**src/rtl/io_port_bank.sv**
```systemverilog
// Processor-facing I/O responder: per-channel input FIFOs serve bus reads, and
// per-channel output FIFOs capture bus writes. Producers and consumers use valid/ready streams.
module io_port_bank #(
    parameter int NUBITS = 16,
    parameter int NUIOIN = 2,
    parameter int NUIOOU = 2,
    parameter int FDEPTH = 4
) (
    input  logic                       clk,
    input  logic                       rst,
    input  logic                       req_in,
    input  logic [$clog2(NUIOIN)-1:0]  addr_in,
    output logic [NUBITS-1:0]          io_in,
    input  logic                       out_en,
    input  logic [$clog2(NUIOOU)-1:0]  addr_out,
    input  logic [NUBITS-1:0]          io_out,
    output logic                       itr,
    input  logic [NUIOIN*NUBITS-1:0]   in_data,
    input  logic [NUIOIN-1:0]          in_valid,
    output logic [NUIOIN-1:0]          in_ready,
    output logic [NUIOOU*NUBITS-1:0]   out_data,
    output logic [NUIOOU-1:0]          out_valid,
    input  logic [NUIOOU-1:0]          out_ready,
    output logic [NUIOIN-1:0]          udf,
    output logic [NUIOOU-1:0]          ovf
);

    localparam int AIW = $clog2(NUIOIN);
    localparam int AOW = $clog2(NUIOOU);
    localparam int PW  = $clog2(FDEPTH);
    localparam int CW  = PW + 1;

    logic [NUBITS-1:0] in_show [NUIOIN];
    logic [NUIOIN-1:0] in_ne;
    logic              itr_q;

    for (genvar k = 0; k < NUIOIN; k++) begin : g_in
        logic [NUBITS-1:0] mem_q [FDEPTH];
        logic [PW-1:0]     wp_q, rp_q;
        logic [CW-1:0]     cnt_q;
        logic [NUBITS-1:0] last_q;
        logic              udf_q;
        logic              full, empty, push, rd, pop;

        assign full        = (cnt_q == CW'(FDEPTH));
        assign empty       = (cnt_q == '0);
        assign in_ready[k] = !full && !rst;
        assign push        = in_valid[k] && in_ready[k];
        assign rd          = req_in && (addr_in == AIW'(k));
        // A read of an empty channel is an underflow even if a push lands on the same edge.
        assign pop         = rd && !empty;
        assign in_ne[k]    = !empty;
        assign in_show[k]  = empty ? last_q : mem_q[rp_q];
        assign udf[k]      = udf_q;

        always_ff @(posedge clk) begin
            if (push) mem_q[wp_q] <= in_data[k*NUBITS +: NUBITS];
        end

        always_ff @(posedge clk or posedge rst) begin
            if (rst) begin
                wp_q   <= '0;
                rp_q   <= '0;
                cnt_q  <= '0;
                last_q <= '0;
                udf_q  <= 1'b0;
            end else begin
                if (push) wp_q <= wp_q + 1'b1;
                if (pop) begin
                    rp_q   <= rp_q + 1'b1;
                    last_q <= mem_q[rp_q];
                end
                if (rd && empty) udf_q <= 1'b1;
                cnt_q <= cnt_q + CW'(push) - CW'(pop);
            end
        end
    end

    assign io_in = (32'(addr_in) < NUIOIN) ? in_show[addr_in] : '0;

    for (genvar j = 0; j < NUIOOU; j++) begin : g_out
        logic [NUBITS-1:0] mem_q [FDEPTH];
        logic [PW-1:0]     wp_q, rp_q;
        logic [CW-1:0]     cnt_q;
        logic              ovf_q;
        logic              full, empty, wr, push, pop;

        assign full         = (cnt_q == CW'(FDEPTH));
        assign empty        = (cnt_q == '0);
        assign wr           = out_en && (addr_out == AOW'(j));
        assign pop          = !empty && out_ready[j];
        // A full output FIFO still accepts a write when the consumer frees a slot on the same edge.
        assign push         = wr && (!full || pop);
        assign out_valid[j] = !empty;
        assign out_data[j*NUBITS +: NUBITS] = mem_q[rp_q];
        assign ovf[j]       = ovf_q;

        always_ff @(posedge clk) begin
            if (push) mem_q[wp_q] <= io_out;
        end

        always_ff @(posedge clk or posedge rst) begin
            if (rst) begin
                wp_q  <= '0;
                rp_q  <= '0;
                cnt_q <= '0;
                ovf_q <= 1'b0;
            end else begin
                if (push) wp_q <= wp_q + 1'b1;
                if (pop)  rp_q <= rp_q + 1'b1;
                if (wr && full && !pop) ovf_q <= 1'b1;
                cnt_q <= cnt_q + CW'(push) - CW'(pop);
            end
        end
    end

    always_ff @(posedge clk or posedge rst) begin
        if (rst) itr_q <= 1'b0;
        else     itr_q <= |in_ne;
    end

    assign itr = itr_q;

endmodule

```
**config.mk**
```make
export PLATFORM = sky130hd
export DESIGN_NAME = io_port_bank
export DESIGN_NICKNAME = d
export VERILOG_FILES = /design/src/rtl/io_port_bank.sv
export SDC_FILE = /design/constraint.sdc
export NUM_CORES = 1
export LEC_CHECK = 0
export CAP_MARGIN = 20
export CORE_ASPECT_RATIO = 2
export CORE_MARGIN = 3
export CORE_UTILIZATION = 42
export DETAILED_ROUTE_END_ITERATION = 7
export PLACE_DENSITY = 0.65
export SLEW_MARGIN = 25
export SYNTH_ARGS = -nofsm -noshare
export SYNTH_HDL_FRONTEND = slang
export SYNTH_SLANG_ARGS = --single-unit
```
**constraint.sdc**
```tcl
create_clock -name clk -period 5.42 [get_ports clk]
set_input_delay 1.355 -clock clk [delete_from_list [all_inputs] [get_ports clk]]
set_output_delay 1.355 -clock clk [all_outputs]
set_load 0.05 [all_outputs]
```
### Word level (Yosys, flattened, before mapping)

Memory sizes are Yosys's and may differ from the RTL's.
Cells that the tools add are included.

| word-level totals | value |
|---|---|
| flip-flop bits (word level) | 65 |
| memory bits (writable) | 256 |
| word-level logic and storage cells | 98 |
| memories kept | 4 |

| cells by class | value |
|---|---|
| $add $sub $neg | 16 |
| order comparisons | 1 |
| eq/ne operators | 4 |
| multiplexer cells | 13 |
| bitwise operators | 3 |
| reductions and logical operators | 38 |

Memory list:

| memory | words | width | rd ports | clocked after memory_dff | wr ports | RTL line | source |
|---|---|---|---|---|---|---|---|
| g_in[0].mem_q | 4 | 16 | 1 | 0 | 1 | 38 | `logic [NUBITS-1:0] mem_q [FDEPTH];` |
| g_in[1].mem_q | 4 | 16 | 1 | 0 | 1 | 38 |  |
| g_out[0].mem_q | 4 | 16 | 1 | 0 | 1 | 82 | `logic [NUBITS-1:0] mem_q [FDEPTH];` |
| g_out[1].mem_q | 4 | 16 | 1 | 0 | 1 | 82 |  |

Operator list:

| cell | count |
|---|---|
| 16-bit 2-to-1 mux | 5 |
| 1-bit logical AND | 20 |
| 2-bit by 1-bit adder with 2-bit output, second input constant | 8 |
| 3-bit by 1-bit adder with 3-bit output | 4 |
| 3-bit equality test, second input constant | 4 |
| 3-bit zero test | 4 |
| 3-bit by 1-bit subtractor with 3-bit output | 4 |
| 1-bit zero test | 11 |
| 1-bit 2-to-1 mux | 8 |
| 2-bit >= comparator, second input constant | 1 |
| 1-bit logical OR | 2 |
| 1-bit inverter | 2 |
| 1-bit inverter with 2-bit output | 1 |
| 2-bit OR reduction | 1 |

### Depth between registers and ports, before layout

Gate-level depths: netlist of the first run.

| depth | value |
|---|---|
| word-level depth | 7 |
| mapped depth | 11 |
| depth with buffers taken out | 10 |

### Worst setup path after synthesis of the first run

OpenSTA, ideal clock, no wires.

| path | value |
|---|---|
| kind | input to output |
| from | input port addr_in |
| to | output port io_in[10] |
| arrival time | 2971 ps |
| path slack | 1094 ps |
| stages on the path | 3 |
| buffers on the path | 2 |
| cells stage by stage | clkbuf_2 clkbuf_1 o32ai_1 |

| on the way | value |
|---|---|
| cells in the longest elaborated chain, start to end | 4 |

Ends and longest elaborated chain:

| element | RTL line | source |
|---|---|---|
| from (decl) | 12 | `input logic [$clog2(NUIOIN)-1:0] addr_in,` |
| 1-bit inverter with 2-bit output (implied by the code) | 79 | `assign io_in = (32'(addr_in) < NUIOIN) ? in_show[addr_in] : '0;` |
| 16-bit 2-to-1 mux (implied by the code) (3 in a row) | 79 |  |
| to (decl) | 13 | `output logic [NUBITS-1:0] io_in,` |

Every way passes these cells. The select of a mux whose other input is x is not followed.

### Final worst setup path of the first run

| path | value |
|---|---|
| from | input port addr_in |
| to | output port io_in[12] |

Same word-level chain as after synthesis.

==> results of run 1 <==
[through the flow]
stage / hold slack [ns] / instance area (sq um)
after floorplan: 0.4289 / 12750
after global placement: 0.4512 / 14200
after detailed placement: 0.4509 / 14200
after CTS: 0.4698 / 15210
after global routing: 0.5070 / 15220
final: 0.4721 / 15220
[critical path, cell delays in order]
cell and delay [ns]:
clkdlybuf4s50_1 0.95, o21ai_0 0.25, o32ai_1 0.20, clkdlybuf4s50_1 0.88
[sequential cells by signal, summed over array words and instances (netlist names)]
name,flops
g_out.wp_q,4
g_out.rp_q,4
g_in.udf_q,2
g_in.last_q,32
g_in.mem_q,128
g_out.ovf_q,2
g_out.mem_q,128
g_in.rp_q,4
g_out.cnt_q,6
g_in.cnt_q,6
g_in.wp_q,4
itr,1
[how the worst max path moves through the flow]
stage	start	to	slack, ns	cells past startpoint
2_1_floorplan	addr_in	io_in[10]	1.09	3
3_3_place_gp	addr_in	io_in[10]	0.55	4
3_5_place_dp	addr_in	io_in[15]	0.51	4
4_1_cts	addr_in	io_in[15]	0.49	4
5_1_grt	addr_in	io_in[12]	0.34	4
6_report	addr_in	io_in[12]	0.43	4
[kinds of logic after synthesis]
kind of cell / share of synthesized area (%)
compound gates: 2.315
xor+xnor: 1.373
fa+ha+maj: 2.982
buf+inv: 2.345
flops: 73.03
mux: 14.72
simple gates: 3.238
[cell usage after synthesis]
| library cell | instances |
|---|---|
| a211oi_1 | 2 |
| a21o_1 | 1 |
| a21oi_1 | 2 |
| a31o_2 | 2 |
| and2_1 | 16 |
| and2_4 | 1 |
| buf_1 | 1 |
| buf_12 | 1 |
| buf_2 | 9 |
| buf_4 | 7 |
| buf_6 | 2 |
| clkbuf_1 | 12 |
| clkbuf_2 | 1 |
| dfrtp_1 | 65 |
| edfxtp_1 | 256 |
| fa_1 | 4 |
| ha_1 | 24 |
| inv_1 | 28 |
| mux2_2 | 28 |
| mux2_4 | 8 |
| mux4_2 | 64 |
| nand2_1 | 5 |
| nand3_1 | 1 |
| nand4_1 | 1 |
| nor2_1 | 51 |
| nor2_2 | 1 |
| nor2b_1 | 1 |
| nor3_2 | 2 |
| nor3b_1 | 1 |
| nor4b_1 | 2 |
| o21ai_0 | 16 |
| o21bai_1 | 1 |
| o31a_1 | 2 |
| o32ai_1 | 16 |
| or3_1 | 4 |
| xnor2_1 | 16 |
| xor2_1 | 4 |
[layer usage]
metal  vias to the layer above  GRT usage (%)
li1                       2788              -
met1                      3290          17.53
met2                       195          32.96
met3                        56          2.728
met4                         0          8.771
met5                         -              0
[power by group]
part	leakage, uW	switching [uW]	internal (uW)
logic	0.00171	1830	1310
registers	0.00308	466	3140
clock network	0.000496	890	1250
[layout make-up]
type / count / share of cell area, %
clock inverters: 21 / 1.612
multi-input cells: 276 / 20.67
inverters: 28 / 0.6990
clock buffers: 33 / 5.000
repair buffers: 122 / 7.795
flip-flops and latches: 321 / 61.23
well taps: 364 / 2.993
==> results.toml, run 1 <==
[route]
drt-total-wl_um = 27840
top_layer = "met4"
drtIter0Drc = 365
drtPass1Iterations = 4
vias = 6329
met3_length_um = 1262
met1_length_um = 9172
dr_wl_met2_um = 15910
route.detailed.drc = 0
wl_per_cell_um = 23.90
final_antenna_net_count = 0
vias_per_cell = 5.433

[timing]
tightest_slew_ns = 0.8869
period_minus_slack_ns = 4.986
finalWorstSetupSlack_ns = 0.4344
clock_skew_ns = 0.01792
rsz0062_at_grt = "no"
final.setup.tns_ns = 0
drv_slew = 0
hold_viol_final = 0
fmax_ghz = 0.2006
finalSetupViolCount = 0
fin_crit_sh_pct = 91.99
max_slew_margin_pct = 40.52

[grt]
grt_max_degree = 44
grt_first_pass_wirelength_um = 41840
antenna_found_initial = 0
grt_remaining_overflow = 0
grt_pass1_vias = 6956
track_usage_pct = 17.24

[power]
leakage_uw = 0.005286
powerDensity_nw_per_um2 = 584.7
peakVddDrop_mv = 0.3928
total_power_uw = 8897

[worst_setup_path]
critPathRequiredTime_ns = 4.07
worstReg2RegEnd = "g_in[0].cnt_q[2]"
crit_arrival_ns = 3.63
ff2ff_setup_slack_ns = 2.63
worstSetupStartpointType = "input pin"
critPathMaxFanout = 24
rr_worst_depth = 8
rr_startpoint = "g_in[0].cnt_q[1]"
cp-end-kind = "output pin"
critPathKind = "in2out"

[finish]
nFillCells = 2366
seq_area_sq_um = 9316
drive_above_1_share_pct = 21.60
most-common-layout-cells = "256 x edfxtp_1, 108 x clkdlybuf4s50_1, 64 x mux4_2, 63 x dfrtp_1, 51 x nor2_1"
fin_cells = 1165
fin_util_pct = 51.18
multi_input_area_sq_um = 3146
area_growth_pct = 19.31
fin_nets = 864
final_common_cell = "edfxtp_1"
diodes = 0

[clock_tree]
cts_hold_buf = 0
postCtsSetupBuffers = 0
cts_max_level = 1
ctsResizeCount = 0
clk_path_buf_depth = 3
path_clk_slew_ns = 0.06
cts_sinks = 321
cts_tree = "yes"
clock_latency_ns = 0.56
cts_buffers = 29
root_buffer = "clkbuf_16"

[placement]
dp_slack_ns = 0.5117
finalWeightedCongestion = 0.8251
dp.final_hpwl_um = 19930
dp.cells = 1111
portBuffers = 114

[yosys]
syn_inst = 658
ys_warn_count = 0
synthesis.area_sq_um = 12750
yosys-top-cells-area = "edfxtp_1 60%, dfrtp_1 13%, mux4_2 11%"
ys_seq_area_share_pct = 73.03
yosysTopAreaCellShare_pct = 60.28
avgSynthCellArea_sq_um = 19.38
synthDistinctLibCells = 37
syn_nets = 744
synth_seq_cells = 321
synth_area_leader_cell = "edfxtp_1"

[worst_hold_path]
hold_path.class = "reg2reg"
min_path_cells = 1
min_from = "g_in[0].udf_q"
hold-path-endpoint = "g_in[0].udf_q"

[job]
drv_cap = 0

[floorplan]
dieWidth_um = 129.2
rows = 89
coreArea_sq_um = 29730
start_util_pct = 42.89
io_pins = 115
die_h_um = 252.4
dieArea_sq_um = 32620

[outcome]
status = "finished clean"
Note: power is estimated with default switching activity, not from simulation.
==> inputs of run 2 (changes only) <==
GPL_ROUTABILITY_DRIVEN = 0   (was not set)
==> run 2 against run 1 <==
Maximum frequency grew 1.7%. Sequential power about the same. Routed wire length decreased by 2.2%. Critical path depth did not move. First-iteration DRC count up 4.7%. Clock skew is 0.0093 ns lower. Core utilization decreased by 0.39 points. Clock power shrank 10%. Power fell by 2.4%. Final cell count shrank 0.26%.
==> results.toml, run 2 (synthesis results as in run 1) <==
[finish]
fin_nets = 862
final_common_cell = "edfxtp_1"
area_growth_pct = 18.40
fin_cells = 1162
reg.largest.list = "g_in.mem_q (128), g_out.mem_q (128), g_in.last_q (32)"
drive_above_1_share_pct = 20.80
most-common-layout-cells = "256 x edfxtp_1, 108 x clkdlybuf4s50_1, 64 x mux4_2, 63 x dfrtp_1, 51 x nor2_1"
diodes = 0

[clock_tree]
cts_max_level = 1
path_clk_slew_ns = 0.06
cts_buffers = 29
cts_sinks = 321
clk_path_buf_depth = 3
postCtsSetupBuffers = 0
root_buffer = "clkbuf_16"
clock_latency_ns = 0.54
ctsResizeCount = 0
cts_tree = "yes"
cts_hold_buf = 0

[worst_setup_path]
worstSetupStartpointType = "input pin"
critPathKind = "in2out"
ff2ff_setup_slack_ns = 2.43
crit_arrival_ns = 3.55
critPathSlowestCell = "clkdlybuf4s50_1"
cp-end-kind = "output pin"
critPathMaxStageDelay_ns = 0.89
crit_chain = "clkdlybuf4s50_1, o21ai_0, o32ai_1, clkdlybuf4s50_1"
critPathRequiredTime_ns = 4.07
critPathMaxFanout = 23
crit_top_cell = "clkdlybuf4s50_1"

[floorplan]
io_pins = 115
rows = 89
dieArea_sq_um = 32620
coreArea_sq_um = 29730
dieWidth_um = 129.2
die_h_um = 252.4
start_util_pct = 42.89

[power]
peakVddDrop_mv = 0.5255
powerDensity_nw_per_um2 = 574.9
leakage_uw = 0.005225

[timing]
hold_viol_final = 0
tightest_slew_ns = 1.021
drv_slew = 0
final.setup.tns_ns = 0
finalSetupViolCount = 0
hold_slack_ns = 0.4870
fmax_ghz = 0.2039
max_slew_margin_pct = 31.52
clock_skew_ns = 0.008569
rsz0062_at_grt = "no"
period_minus_slack_ns = 4.903
fin_crit_sh_pct = 90.47

[grt]
antenna_found_initial = 0
grt_pass1_vias = 6979
grt_max_degree = 40
grt_first_pass_wirelength_um = 40610
track_usage_pct = 16.64
grt_remaining_overflow = 0

[route]
vias = 6315
vias_per_cell = 5.435
wl_per_cell_um = 23.44
final_antenna_net_count = 0
drtPass1Iterations = 4
drtIter0Drc = 382
drt-total-wl_um = 27240
route.detailed.drc = 0

[placement]
dp.cells = 1109
portBuffers = 114
dp.final_hpwl_um = 19260

[outcome]
status = "finished clean"

[worst_hold_path]
hold_path.class = "reg2reg"

[job]
drv_cap = 0
-- run 2: changes by cell type in the layout (fill, tap and decap cells not counted), sizes merged --
cell,delta
bufinv,-5
buf,-2
clkbuf,+8
clkinv,-4
-- run 2: cell type report --
cell class              instances  area [sq um]
flip-flops and latches        321          9316
multi-input cells             276          3153
well taps                     364         455.4
clock inverters                12         77.57
clock buffers                  41         820.8
repair buffers                120          1171
fillers                      2415         14630
inverters                      28         105.1
-- run 2: where the power goes --
group | total [uW] | leakage, uW | switching (uW) | internal, uW
clock network | 1920 | 0.000442 | 864 | 1060
registers | 3630 | 0.00308 | 492 | 3140
logic | 3120 | 0.00171 | 1810 | 1310
total | 8680 | 0.00522 | 3170 | 5510
-- run 2: path summary, 6_finish.rpt --
kind | startpoint | cells after the start | to
min reg2reg | g_in[0].udf_q | 1 | g_in[0].udf_q
max in group asynchronous | rst | 3 | g_out[0].rp_q[0]
min | g_in[0].udf_q | 1 | g_in[0].udf_q
max | addr_in | 4 | io_in[13]
max reg2reg | g_in[1].cnt_q[1] | 10 | g_in[1].cnt_q[2]
min in group asynchronous | rst | 2 | itr
-- run 2: routing by layer --
| layer | GRT usage [%] | part of all wire [%] | vias up |
|---|---|---|---|
| li1 | - | - | 2781 |
| met1 | 17.18 | 34 | 3271 |
| met2 | 32.19 | 57 | 214 |
| met3 | 2.665 | 4.8 | 49 |
| met4 | 7.149 | 4.0 | 0 |
| met5 | 0 | 0 | - |
-- run 2: per-stage QoR --
step                utilization, %  setup slack, ns  total power (uW)  area (sq um)
global route                 50.78           0.3836              9089         15100
floorplan                        -            1.094              5777         12750
detailed placement           47.74           0.5588              6858         14190
global placement             47.71           0.6961              6754         14190
CTS                          50.76           0.5347              8804         15090
finish                       50.78           0.5166              8680         15100
-- run 2: worst max-delay path: cells and delay by family --
kind,cells,cell delay [ns]
buffers and inverters,2,1.75
AOI/OAI and AO/OA,2,0.44
==> inputs of run 3 (changes only) <==
==> constraint.sdc (replaced) <==
create_clock -name clk -period 5.42 [get_ports clk]
set_input_delay 0.813 -clock clk [delete_from_list [all_inputs] [get_ports clk]]
set_output_delay 0.813 -clock clk [all_outputs]
set_load 0.05 [all_outputs]
==> run 3 against run 2 <==
Global-route usage up 0.13 points. Power down 0.17%. Clock-buffer cell count down 8. Routed wire length down 1.7%. Clock skew up 0.0026 ns. Die area unchanged. Hold slack worse by 0.027 ns. Critical endpoint is now io_in[2]. First-iteration DRC count down 3.9%. Highest routed layer unchanged. Clock power about the same. Via count down 0.33%. Maximum frequency up 18%. Largest cell class unchanged. Sequential cell count unchanged.
==> results.toml, run 3 (synthesis results as in run 1) <==
[outcome]
status = "finished clean"

[worst_hold_path]
min_path_cells = 1
hold_path.class = "reg2reg"

[finish]
fin_nets = 857
most-common-layout-cells = "256 x edfxtp_1, 114 x clkdlybuf4s50_1, 64 x mux4_2, 61 x dfrtp_1, 51 x nor2_1"
final_common_cell = "edfxtp_1"
diodes = 0
reg.largest.list = "g_in.mem_q (128), g_out.mem_q (128), g_in.last_q (32)"
fin_util_pct = 50.71
area_growth_pct = 18.23
nFillCells = 2385
drive_above_1_share_pct = 19.44

[clock_tree]
clk_path_buf_depth = 3
clock_latency_ns = 0.54
path_clk_slew_ns = 0.07
root_buffer = "clkbuf_16"
cts_tree = "yes"
ctsResizeCount = 0
postCtsSetupBuffers = 0
cts_hold_buf = 0
cts_sinks = 321
cts_buffers = 28
cts_max_level = 1

[floorplan]
coreArea_sq_um = 29730
io_pins = 115
dieWidth_um = 129.2
dieArea_sq_um = 32620
start_util_pct = 42.89
rows = 89
die_h_um = 252.4

[route]
wl_per_cell_um = 23.15
drtIter0Drc = 367
drtPass1Iterations = 5
drt-total-wl_um = 26760
route.detailed.drc = 0
final_antenna_net_count = 0
vias_per_cell = 5.445
vias = 6294

[worst_setup_path]
crit_arrival_ns = 3.33
critPathKind = "in2out"
crit_chain = "clkdlybuf4s50_1, o21ai_0, o32ai_1, clkdlybuf4s50_1"
path_depth = 4
critPathRequiredTime_ns = 4.61
critPathSlowestCell = "clkdlybuf4s50_1"
critPathMaxFanout = 35
cp-end-kind = "output pin"
critPathMaxStageDelay_ns = 1.12
rr_worst_depth = 10
critPathBufInv = 2
worstSetupStartpointType = "input pin"
crit_top_cell = "clkdlybuf4s50_1"
crit_family = "buffers and inverters"

[grt]
antenna_found_initial = 0
grt_first_pass_wirelength_um = 40790
grt_pass1_vias = 6881
grt_remaining_overflow = 0
track_usage_pct = 16.77
grt_max_degree = 56

[placement]
portBuffers = 114
dp.final_hpwl_um = 18920

[timing]
period_minus_slack_ns = 4.141
fmax_ghz = 0.2415
rsz0062_at_grt = "no"
hold_viol_final = 0
fin_crit_sh_pct = 76.41
drv_slew = 0
finalSetupViolCount = 0
final.setup.tns_ns = 0
hold_slack_ns = 0.4597
tightest_slew_ns = 0.9847
clock_skew_ns = 0.01121
max_slew_margin_pct = 34.15

[job]
drv_cap = 0

[power]
peakVddDrop_mv = 0.4064
powerDensity_nw_per_um2 = 574.7
leakage_uw = 0.005176
==> run 3: through the flow <==
step	power [uW]	instances	instance area, sq um	setup WS (ns)
finish	8666	1156	15080	1.279
global placement	6751	1105	14170	1.543
global route	9088	1156	15080	1.168
detailed placement	6828	1105	14180	1.348
CTS	8779	1156	15070	1.321
floorplan	5777	658	12750	2.178
==> run 3: where the power goes <==
part           switching [uW]  internal (uW)  leakage (uW)
sequential                503           3140       0.00307
combinational            1790           1310       0.00168
clock                     849           1070      0.000420
==> run 3: layout make-up <==
| class | instances | area, sq um | area share, % |
|---|---|---|---|
| clock buffers | 33 | 740.7 | 4.912 |
| clock inverters | 18 | 148.9 | 0.9875 |
| inverters | 28 | 105.1 | 0.6970 |
| multi-input cells | 276 | 3153 | 20.91 |
| flip-flops and latches | 321 | 9319 | 61.80 |
| well taps | 364 | 455.4 | 3.020 |
| repair buffers | 116 | 1156 | 7.667 |
==> run 3: path summary, 6_finish.rpt <==
check	from	end	slack, ns
max	addr_in	io_in[2]	1.28
min	g_in[0].udf_q	g_in[0].udf_q	0.46
max reg2reg	g_in[1].cnt_q[1]	g_in[1].cnt_q[2]	2.61
min reg2reg	g_in[0].udf_q	g_in[0].udf_q	0.46
max in group asynchronous	rst	g_in[1].rp_q[0]	3.62
min in group asynchronous	rst	g_in[0].rp_q[1]	0.75
==> run 3: per-layer routing <==
layer	global-route usage [%]	wire (um)
met1	18.01	8985
met2	32.01	15230
met3	2.411	1365
met4	7.059	1184
met5	0	0
